File: src/rtl/mii_relay_pkg.sv
// Shared types and constants for the MII store-and-forward relay.
package mii_relay_pkg;

  localparam int unsigned STAT_W     = 16;
  localparam int unsigned DEF_DATA_W = 8;

  typedef enum logic [1:0] {
    IDLE,
    SEND,
    GAP
  } tx_state_e;

  // Buffer entry layout at the default beat width: {last, data}
  typedef struct packed {
    logic                  last;
    logic [DEF_DATA_W-1:0] data;
  } relay_entry_t;

  function automatic logic [STAT_W-1:0] sat_inc(input logic [STAT_W-1:0] v);
    return (v == '1) ? v : v + STAT_W'(1);
  endfunction

endpackage

File: src/rtl/mii_relay_ram.sv
// Simple dual-port buffer: one write port, one read port with a registered output
// that returns zero whenever no read was issued in the previous cycle.
module mii_relay_ram
  import mii_relay_pkg::*;
#(
  parameter int unsigned DEPTH = 64,
  parameter int unsigned WIDTH = 9
) (
  input  logic                     clk,
  input  logic                     rst_n,
  input  logic                     we,
  input  logic [$clog2(DEPTH)-1:0] waddr,
  input  logic [WIDTH-1:0]         wdata,
  input  logic                     re,
  input  logic [$clog2(DEPTH)-1:0] raddr,
  output logic [WIDTH-1:0]         rdata
);

  logic [WIDTH-1:0] mem_q [DEPTH];
  logic [WIDTH-1:0] rdata_q, rdata_d;

  always_ff @(posedge clk) begin
    if (we) mem_q[waddr] <= wdata;
  end

  always_comb begin
    rdata_d = '0;
    if (re) rdata_d = mem_q[raddr];
  end

  always_ff @(posedge clk) begin
    if (!rst_n) rdata_q <= '0;
    else        rdata_q <= rdata_d;
  end

  assign rdata = rdata_q;

endmodule

File: src/rtl/mii_store_fwd_relay.sv
// Store-and-forward MII byte relay with overflow drop and programmable inter-frame gap.
// Optional FRAME_STATS_EN adds saturating accepted/dropped frame counters.
module mii_store_fwd_relay
  import mii_relay_pkg::*;
#(
  parameter int unsigned DATA_W     = 8,
  parameter int unsigned DEPTH      = 64,
  parameter int unsigned IFG_CYCLES = 12
) (
  input  logic              clk,
  input  logic              rst_n,
  input  logic [DATA_W-1:0] rxd,
  input  logic              rx_dv,
  output logic [DATA_W-1:0] txd,
  output logic              tx_en,
  output logic              frame_drop,
  output logic              buf_empty
`ifdef FRAME_STATS_EN
  ,
  output logic [STAT_W-1:0] rx_frame_cnt,
  output logic [STAT_W-1:0] drop_cnt
`endif
);

  localparam int unsigned AW = $clog2(DEPTH);
  localparam int unsigned PW = AW + 1;
  localparam int unsigned EW = DATA_W + 1;
  localparam int unsigned GW = (IFG_CYCLES > 1) ? $clog2(IFG_CYCLES) : 1;

  typedef struct packed {
    logic              last;
    logic [DATA_W-1:0] data;
  } entry_t;

  logic [PW-1:0]     wr_ptr_q, wr_ptr_d, wr_cmt_q, wr_cmt_d, rd_ptr_q, rd_ptr_d;
  logic [DATA_W-1:0] hold_q, hold_d;
  logic              hold_vld_q, hold_vld_d;
  logic              bad_q, bad_d;
  logic              rx_sync_q, rx_sync_d;
  logic              frame_drop_q, frame_drop_d;
  logic              buf_empty_q, buf_empty_d;
  logic              tx_en_q, tx_en_d;
  tx_state_e         state_q, state_d;
  logic [GW-1:0]     gap_cnt_q, gap_cnt_d;

  logic              ram_we, ram_re;
  entry_t            ram_wentry, rd_entry;
  logic [EW-1:0]     ram_rdata;
  logic [PW-1:0]     frame_len_c;
  logic              full_c, avail_c, last_wr_c, bad_now_c;

  mii_relay_ram #(.DEPTH(DEPTH), .WIDTH(EW)) u_ram (
    .clk   (clk),
    .rst_n (rst_n),
    .we    (ram_we),
    .waddr (wr_ptr_q[AW-1:0]),
    .wdata (ram_wentry),
    .re    (ram_re),
    .raddr (rd_ptr_q[AW-1:0]),
    .rdata (ram_rdata)
  );

  assign rd_entry    = entry_t'(ram_rdata);
  assign full_c      = (wr_ptr_q[AW] != rd_ptr_q[AW]) && (wr_ptr_q[AW-1:0] == rd_ptr_q[AW-1:0]);
  assign avail_c     = (rd_ptr_q != wr_cmt_q);
  assign frame_len_c = wr_ptr_q - wr_cmt_q;
  assign last_wr_c   = hold_vld_q & ~rx_dv;
  // A frame that would reach DEPTH entries can never commit, so it is marked bad early
  assign bad_now_c   = bad_q | (hold_vld_q & (full_c | (frame_len_c == PW'(DEPTH - 1))));

  // Receive side: one-byte hold, write, commit or rewind at frame end
  always_comb begin
    wr_ptr_d     = wr_ptr_q;
    wr_cmt_d     = wr_cmt_q;
    hold_d       = hold_q;
    hold_vld_d   = hold_vld_q;
    bad_d        = bad_q;
    rx_sync_d    = rx_sync_q | ~rx_dv;
    frame_drop_d = 1'b0;
    ram_we       = 1'b0;
    ram_wentry   = '0;

    if (rx_sync_q) begin
      hold_vld_d = rx_dv;
      if (rx_dv) hold_d = rxd;
    end

    if (hold_vld_q && !bad_now_c) begin
      ram_we          = 1'b1;
      ram_wentry.last = last_wr_c;
      ram_wentry.data = hold_q;
      wr_ptr_d        = wr_ptr_q + PW'(1);
      if (last_wr_c) wr_cmt_d = wr_ptr_q + PW'(1);
    end

    if (last_wr_c) begin
      bad_d = 1'b0;
      if (bad_now_c) begin
        wr_ptr_d     = wr_cmt_q;
        frame_drop_d = 1'b1;
      end
    end else begin
      bad_d = bad_now_c;
    end
  end

  // Transmit side: the final gap cycle may launch the next frame so the gap is exact
  always_comb begin
    state_d   = state_q;
    gap_cnt_d = gap_cnt_q;
    rd_ptr_d  = rd_ptr_q;
    tx_en_d   = 1'b0;
    ram_re    = 1'b0;

    case (state_q)
      IDLE: begin
        if (avail_c) begin
          ram_re  = 1'b1;
          state_d = SEND;
        end
      end
      SEND: begin
        if (rd_entry.last) begin
          state_d   = GAP;
          gap_cnt_d = '0;
        end else begin
          ram_re = 1'b1;
        end
      end
      GAP: begin
        if (gap_cnt_q == GW'(IFG_CYCLES - 1)) begin
          if (avail_c) begin
            ram_re  = 1'b1;
            state_d = SEND;
          end else begin
            state_d = IDLE;
          end
        end else begin
          gap_cnt_d = gap_cnt_q + GW'(1);
        end
      end
      default: state_d = IDLE;
    endcase

    if (ram_re) begin
      rd_ptr_d = rd_ptr_q + PW'(1);
      tx_en_d  = 1'b1;
    end
  end

  assign buf_empty_d = (rd_ptr_d == wr_cmt_d);

  always_ff @(posedge clk) begin
    if (!rst_n) begin
      wr_ptr_q     <= '0;
      wr_cmt_q     <= '0;
      rd_ptr_q     <= '0;
      hold_q       <= '0;
      hold_vld_q   <= 1'b0;
      bad_q        <= 1'b0;
      rx_sync_q    <= ~rx_dv;
      frame_drop_q <= 1'b0;
      buf_empty_q  <= 1'b1;
      tx_en_q      <= 1'b0;
      state_q      <= IDLE;
      gap_cnt_q    <= '0;
    end else begin
      wr_ptr_q     <= wr_ptr_d;
      wr_cmt_q     <= wr_cmt_d;
      rd_ptr_q     <= rd_ptr_d;
      hold_q       <= hold_d;
      hold_vld_q   <= hold_vld_d;
      bad_q        <= bad_d;
      rx_sync_q    <= rx_sync_d;
      frame_drop_q <= frame_drop_d;
      buf_empty_q  <= buf_empty_d;
      tx_en_q      <= tx_en_d;
      state_q      <= state_d;
      gap_cnt_q    <= gap_cnt_d;
    end
  end

  assign txd        = rd_entry.data;
  assign tx_en      = tx_en_q;
  assign frame_drop = frame_drop_q;
  assign buf_empty  = buf_empty_q;

`ifdef FRAME_STATS_EN
  logic [STAT_W-1:0] rx_frame_cnt_q, rx_frame_cnt_d, drop_cnt_q, drop_cnt_d;

  always_comb begin
    rx_frame_cnt_d = rx_frame_cnt_q;
    drop_cnt_d     = drop_cnt_q;
    if (ram_we && ram_wentry.last) rx_frame_cnt_d = sat_inc(rx_frame_cnt_q);
    if (frame_drop_d)              drop_cnt_d     = sat_inc(drop_cnt_q);
  end

  always_ff @(posedge clk) begin
    if (!rst_n) begin
      rx_frame_cnt_q <= '0;
      drop_cnt_q     <= '0;
    end else begin
      rx_frame_cnt_q <= rx_frame_cnt_d;
      drop_cnt_q     <= drop_cnt_d;
    end
  end

  assign rx_frame_cnt = rx_frame_cnt_q;
  assign drop_cnt     = drop_cnt_q;
`endif

endmodule

File: config.mk
export PLATFORM = sky130hd
export DESIGN_NAME = mii_store_fwd_relay
export DESIGN_NICKNAME = d
export VERILOG_FILES = /design/src/rtl/mii_relay_pkg.sv /design/src/rtl/mii_relay_ram.sv /design/src/rtl/mii_store_fwd_relay.sv
export SDC_FILE = /design/constraint.sdc
export NUM_CORES = 1
export LEC_CHECK = 0
export ABC_CLOCK_PERIOD_IN_PS = 5140
export BUFFER_PORTS_ARGS = -buffer_cell sky130_fd_sc_hd__buf_2
export CAP_MARGIN = 15
export CORE_AREA = 8 8 200 202
export DETAILED_ROUTE_END_ITERATION = 10
export DIE_AREA = 0 0 208 210
export GPL_ROUTABILITY_DRIVEN = 0
export HOLD_SLACK_MARGIN = 0.05
export PLACE_DENSITY = 0.9
export SLEW_MARGIN = 25
export SYNTH_ARGS = -nofsm -noshare
export SYNTH_HDL_FRONTEND = slang
export SYNTH_SLANG_ARGS = --single-unit
File: constraint.sdc
create_clock -name clk -period 5.14 [get_ports clk]
set_input_delay 1.028 -clock clk [delete_from_list [all_inputs] [get_ports clk]]
set_output_delay 1.028 -clock clk [all_outputs]
set_load 0.02 [all_outputs]
==> results of run 1 <==
-- registers in the layout, indices dropped and copies added, names as in the netlist --
| name | count |
|---|---|
| u_ram.mem_q | 576 |
| u_ram.rdata | 9 |
| hold_q | 8 |
| rd_ptr_q | 7 |
| wr_cmt_q | 7 |
| wr_ptr_q | 7 |
| gap_cnt_q | 4 |
| state_q | 2 |
| bad_q | 1 |
| buf_empty | 1 |
| frame_drop | 1 |
| hold_vld_q | 1 |
| rx_sync_q | 1 |
| tx_en | 1 |
-- worst min-delay path by stage --
stage / endpoint / slack [ns]
finish: hold_q[1] / 0.48
global placement: hold_q[1] / 0.45
detailed placement: hold_q[2] / 0.46
floorplan: hold_q[0] / 0.43
CTS: hold_q[2] / 0.48
global route: hold_q[1] / 0.50
-- per-stage QoR --
step,hold slack (ns),power (mW),area (µm²),std cells
floorplan,0.432,7.52,24800,1195
global placement,0.450,8.07,25400,1644
detailed placement,0.459,8.14,25400,1644
CTS,0.478,12.2,27100,1747
global route,0.499,12.5,27100,1747
finish,0.481,12.2,27100,1747
-- final cells by class --
class                      count  share of cell area
clock buffer                  69              0.0542
timing repair buffer          49              0.0149
inverter                      14             0.00194
clock inverter                34             0.00992
multi-input combinational    481               0.222
tap                          474              0.0219
sequential                   626               0.675
-- power groups by stage --
stage,Combinational [mW],Sequential (mW),Clock [mW]
2_1_floorplan,1.82,5.70,0
3_3_place_gp,2.31,5.77,0
3_5_place_dp,2.37,5.77,0
4_1_cts,2.48,5.67,4.07
5_1_grt,2.56,5.67,4.23
6_report,2.49,5.66,4.06
-- routing by layer --
layer / share of wire / global-route usage / vias up
met2: 0.48 / 0.472 / 1261
met3: 0.13 / 0.0719 / 266
li1: - / - / 4934
met5: 0.00031 / 0 / -
met1: 0.34 / 0.389 / 6531
met4: 0.061 / 0.148 / 4
-- cell usage in the layout, fill, tap and decap left out, types with 5 or more instances in the layout --
| cell | netlist | final |
|---|---|---|
| edfxtp_1 | 576 | 576 |
| mux4_2 | 189 | 189 |
| nor2_1 | 92 | 92 |
| clkbuf_16 | 0 | 56 |
| dfxtp_1 | 50 | 46 |
| xor2_1 | 26 | 26 |
| nand2_1 | 24 | 24 |
| buf_2 | 5 | 21 |
| buf_4 | 19 | 21 |
| nand3_1 | 20 | 20 |
| xnor2_1 | 17 | 17 |
| a21oi_1 | 17 | 17 |
| clkinv_2 | 0 | 14 |
| inv_1 | 14 | 13 |
| and3_1 | 13 | 13 |
| clkinv_1 | 0 | 12 |
| clkbuf_1 | 34 | 11 |
| mux2i_1 | 9 | 9 |
| ha_1 | 9 | 9 |
| nand4_1 | 8 | 8 |
| and2_2 | 0 | 8 |
| buf_12 | 0 | 7 |
| a211oi_1 | 5 | 5 |
| nand2b_1 | 5 | 5 |
| nor3_1 | 6 | 5 |
-- worst max-delay path, stage by stage, from the launching register on --
cell and delay (ns):
dfxtp_1 0.49, inv_1 0.20, ha_1 0.25, fa_1 0.40, xnor2_1 0.15, nand4_1 0.10, a211oi_1 0.14, nor3_2 0.82
nand4_1 0.45, nor2_1 0.91
-- synth_stat cells, types with 2 or more instances --
cell type    n
and3_1      13
a21o_1       2
buf_4       19
ha_1         9
xnor2_1     17
dfxtp_1     50
nor3_1       6
buf_2        5
nand4_1      8
o21ai_0      4
edfxtp_1   576
inv_1       14
and4_1       2
nand3_1     20
buf_1       11
a21boi_0     2
and2_1      10
nor4_1       2
xor2_1      26
or3_1        4
mux2i_1      9
a21oi_1     17
a211oi_1     5
buf_6        5
clkbuf_1    34
mux4_2     189
nand2_1     24
nand2b_1     5
nor2_1      92
-- cells by family (layout without fill, tap and decap cells) --
family	after synthesis	after routing	share of synthesized area
AO/OA/AOI/OAI	36	36	0.00905
multiplexers	199	199	0.176
buffers and inverters	88	166	0.0180
XOR/XNOR	43	43	0.0152
flip-flops	626	626	0.739
AND/OR/NAND/NOR	193	193	0.0371
adder cells (fa/ha/maj)	10	10	0.00536
==> reports/metrics.cfg, run 1 <==
[clock_tree]
root_buffer=clkbuf_16
cts.sinks=626
clk_latency_ns=0.62
cts_buffers=56
tritoncts=built
htreeDepth=2
hold_buffers=0
max-clock-path-buffers=3
post-cts-setup-buffers=0
post_cts_resized=0
path_clk_slew_ns=0.07

[finish]
regArea_mm2=0.0183
antenna_cells=0
drive_gt1_frac=0.264
postLayoutCoreUtil=0.734
n_fill_cell=1829
syn_to_final_growth_pct=9.56
multi_input_area_mm2=0.00602
nets=1249

[setup_path]
path_class=reg -> reg
r2r-end=u_ram.mem_q[28][6]
cp_max_fo=11
rrSetupSlack_ns=0.85
endpoint=u_ram.mem_q[28][6]
r2r_cells=9
cp.arrival_ns=4.51
cp-start-kind=flip-flop
required_ns=5.36
end_kind=flip-flop
cp-startpoint=wr_ptr_q[0]
r2r-start=wr_ptr_q[0]

[power]
pwr-share-seq=0.464
internal_power_mw=8.93
p_leak_nw=8.58
p_sw_frac=0.268
comb_power_share=0.204
p_switching_mw=3.28
power_per_cell_area_mw_per_mm2=450
power_frac_clock=0.332
irDropWorstVdd_v=0.000339

[yosys]
yosysTopAreaCell=edfxtp_1
syn_avg_cell_area_um2=20.7
synth.top_cell.area_share=0.699
ys.flop_type=edfxtp_1
netlist_area_mm2=0.0248
async_reset_ff_frac=0
yosysWarnings=0
ys_types=44
ys_seq_area_frac=0.739
synthCells=1195
synth_edf_count=576
ys_seq_elements=626
syn_nets=1216
synth_area_leaders=edfxtp_1 70%, mux4_2 17%, dfxtp_1 4.0%, nor2_1 1.4%, xor2_1 0.92%

[timing]
worst_slack_ns=0.847
slew_violations=0
slew-limit-headroom=0.314
setup_tns_ns=0
finalCritPeriodShare=0.835
setup_viol=0
worst_slew_pin_slew_ns=1.03
finClkSkew_ns=0.0237
period_minus_slack_ns=4.29
rsz0062_at_grt=false
clock.fmax_ghz=0.233
finalHoldViolCount=0

[global_route]
grt_pass1_wl_um=93200
grt_overflow=0
grt_pass1_vias=12900
track_usage=0.297
grt_max_degree=150
grt_antenna_before_repair=3

[hold_path]
hp-start=hold_q[1]
whs_path_depth=2
hp-class=reg -> reg

[floorplan]
core-area_mm2=0.0370
io_pins=22
fp.dieW_um=208
fp.dieH_um=210
fp.dieArea_mm2=0.0437
initial_core_util=0.670
num_rows=71

[run_status]
status=finished, final reports clean

[routing]
drt-initial-drc-count=1962
drc=0
vias=13000
first_pass_iters=5
vias_per_cell=7.44
wl_per_cell_um=36.9
drt_wl_total_um=64400
drtAntennaViolNets=0

[placement]
port_buffers=21
pre_cts_ws_ns=1.27
hpwl_um=35300

[job]
drv_cap=0

Power figures use the tool's default switching activity.
==> run 2: changes to the inputs <==
--- a/config.mk
+++ b/config.mk
@@ -5,15 +5,16 @@
 export SDC_FILE = /design/constraint.sdc
 export NUM_CORES = 1
 export LEC_CHECK = 0
-export ABC_CLOCK_PERIOD_IN_PS = 5140
+export ABC_AREA = 1
+export ABC_CLOCK_PERIOD_IN_PS = 3650
 export BUFFER_PORTS_ARGS = -buffer_cell sky130_fd_sc_hd__buf_2
 export CAP_MARGIN = 15
-export CORE_AREA = 8 8 200 202
+export CORE_AREA = 8 8 221 223
 export DETAILED_ROUTE_END_ITERATION = 10
-export DIE_AREA = 0 0 208 210
+export DIE_AREA = 0 0 229 231
 export GPL_ROUTABILITY_DRIVEN = 0
 export HOLD_SLACK_MARGIN = 0.05
-export PLACE_DENSITY = 0.9
+export PLACE_DENSITY = 0.81
 export SLEW_MARGIN = 25
 export SYNTH_ARGS = -nofsm -noshare
 export SYNTH_HDL_FRONTEND = slang
==> constraint.sdc (replaced) <==
create_clock -name clk -period 3.65 [get_ports clk]
set_input_delay 0.73 -clock clk [delete_from_list [all_inputs] [get_ports clk]]
set_output_delay 0.73 -clock clk [all_outputs]
set_load 0.02 [all_outputs]
==> reports/metrics.cfg, run 2 <==
[global_route]
grt_max_degree=187
grt_pass1_vias=16900
grt_overflow=0
track_usage=0.236
grt_pass1_wl_um=98000
grt_antenna_before_repair=1

[timing]
setup_viol=0
clock.fmax_ghz=0.281
period_minus_slack_ns=3.55
finClkSkew_ns=0.0153
slew_violations=0
finalHoldViolCount=0
worst_slack_ns=0.0969
slew-limit-headroom=0.378
setup_tns_ns=0
finalCritPeriodShare=0.973
worst_slew_pin_slew_ns=0.933

[yosys]
synthTopCellsByCount=576 x edfxtp_1, 411 x nor2_1, 312 x o21ai_0
yosysWarnings=0
syn_avg_cell_area_um2=11.9
synth_edf_count=576
synthAdderAreaFrac=0.00519
synth.top_cell.area_share=0.676
synth_xor_area_frac=0.00514
synth_area_leaders=edfxtp_1 68%, o21ai_0 6.1%, nor2_1 6.0%, dfxtp_1 3.9%, nand2_1 3.3%
ys.flop_type=edfxtp_1
synth-compound-area-share=0.119
yosysTopAreaCell=edfxtp_1
async_reset_ff_frac=0
ys_seq_elements=626
ys_seq_area_frac=0.716
synthMuxAreaShare=0
synth_top_family_by_area=compound AO/OA/AOI/OAI gates
syn_nets=2166
synthSimpleGateAreaFrac=0.117
ys_types=41
synthCells=2145
yosysMostFrequentCell=edfxtp_1
netlist_area_mm2=0.0256

[setup_path]
path_class=reg -> reg
cp.arrival_ns=3.87
r2r-end=u_ram.mem_q[23][6]
critPathTopFamily=simple AND/OR/NAND/NOR gates
path_cells=inv_1 -> fa_1 -> inv_1 -> nand2_1 -> nor2_1 -> nand2_1 -> nor2_1 -> nand3_1 -> nand4_2 -> inv_2 -> nand4_1 -> nor2_2 -> buf_4
end_kind=flip-flop
max_stage_delay_ns=0.54
worst_path_max_delay_cell=nand4_1
r2r-start=wr_ptr_q[1]
rrSetupSlack_ns=0.1
required_ns=3.97
crit_buf_inv=4
cp_max_fo=26
cp-start-kind=flip-flop
r2r_cells=13

[routing]
drc=0
vias_per_cell=6.41
wl_per_cell_um=23.2
vias=18000
drt_wl_total_um=65100
first_pass_iters=6
drt-initial-drc-count=2795
drtAntennaViolNets=0

[finish]
syn_to_final_growth_pct=10.6
final-instance-count-excl-fill=2802
design_area_mm2=0.0283
largest_register_ff_count=576
layout_common_cells=576 x edfxtp_1, 393 x nor2_1, 312 x o21ai_0, 222 x nand2_1, 92 x o22ai_1
regMostFlops=u_ram.mem_q
antenna_cells=0
layout_commonest_cell=edfxtp_1
nets=2179
drive_gt1_frac=0.0967

[power]
power_mw=19.0
power_per_cell_area_mw_per_mm2=671
p_leak_nw=9.52
irDropWorstVdd_v=0.000800

[clock_tree]
tritoncts=built
cts_buffers=56
htreeDepth=2
hold_buffers=0
max-clock-path-buffers=3
path_clk_slew_ns=0.07
cts.sinks=626
clk_latency_ns=0.60
root_buffer=clkbuf_16

[placement]
dp.cells=2700
port_buffers=21
hpwl_um=37000
pre_cts_ws_ns=0.127
place_area_mm2=0.0265

[floorplan]
num_rows=78
fp.dieW_um=229
io_pins=22
initial_core_util=0.567
core-area_mm2=0.0451
fp.dieArea_mm2=0.0529
fp.dieH_um=231

[hold_path]
whs_path_depth=2
hp-start=rx_dv
hp-class=in -> reg
min_to=rx_sync_q

[run_status]
status=finished, final reports clean

[job]
drv_cap=0

## run 2: cell types whose count changed in the layout (fill, tap and decap cells not counted), sizes merged, moves of 13 or more
| cell | delta |
|---|---|
| inv | +65 |
| o211ai | +19 |
| a21oi | +21 |
| buf | +48 |
| nor2 | +322 |
| mux4 | -189 |
| o21ai | +311 |
| xnor2 | -13 |
| o22ai | +91 |
| nand2 | +202 |
| o221ai | +52 |
| nand3 | +49 |
| xor2 | -15 |
## run 2: timing repair
action	in CTS	in global routing
resized for setup	0	8
setup buffers	0	0
endpoints found under the setup margin	0	50
## run 2: worst max path at each step
stage / slack, ns / cells after the start / to / from
after floorplan: -0.40 / 14 / u_ram.mem_q[0][0] / wr_ptr_q[0]
after detailed placement: 0.13 / 12 / u_ram.mem_q[36][4] / wr_ptr_q[1]
after CTS: 0.11 / 12 / u_ram.mem_q[36][1] / wr_ptr_q[1]
after global placement: 0.27 / 12 / u_ram.mem_q[36][6] / wr_ptr_q[1]
final: 0.1 / 13 / u_ram.mem_q[23][6] / wr_ptr_q[1]
after global routing: -0.04 / 13 / u_ram.mem_q[23][2] / wr_ptr_q[1]
## run 2: stage by stage
stage	util	hold WS [ns]
5_1_grt	0.627	0.395
2_1_floorplan	-	0.430
3_3_place_gp	0.587	0.474
4_1_cts	0.627	0.374
3_5_place_dp	0.587	0.489
6_report	0.627	0.383
## run 2: final cells by class
class                           count  area [µm²]
Clock buffer                       74        1500
Clock inverter                     28         300
Fill cell                        3151       16800
Inverter                           78         302
Multi-Input combinational cell   1299        6410
Sequential cell                   626       18300
Tap cell                          600         751
Timing Repair Buffer               97         713
## run 2: layer usage
layer  GRT usage  vias up  wire length [µm]
met5           0        -                13
met4       0.116        2              3200
met3      0.0487      244              7990
met2       0.367     1397             29800
met1       0.315     8521             24100
li1            -     7787                 -
## run 2: cell families after synthesis
family          after synthesis
xor+xnor                     15
compound gates              529
simple gates                745
flops                       626
buf+inv                     220
fa+ha+maj                    10
## run 2: report_power, final
part           switching, mW  total, mW  internal (mW)
Combinational           3.77       5.15           1.38
Sequential             0.118       8.04           7.92
Clock                   2.53       5.79           3.26
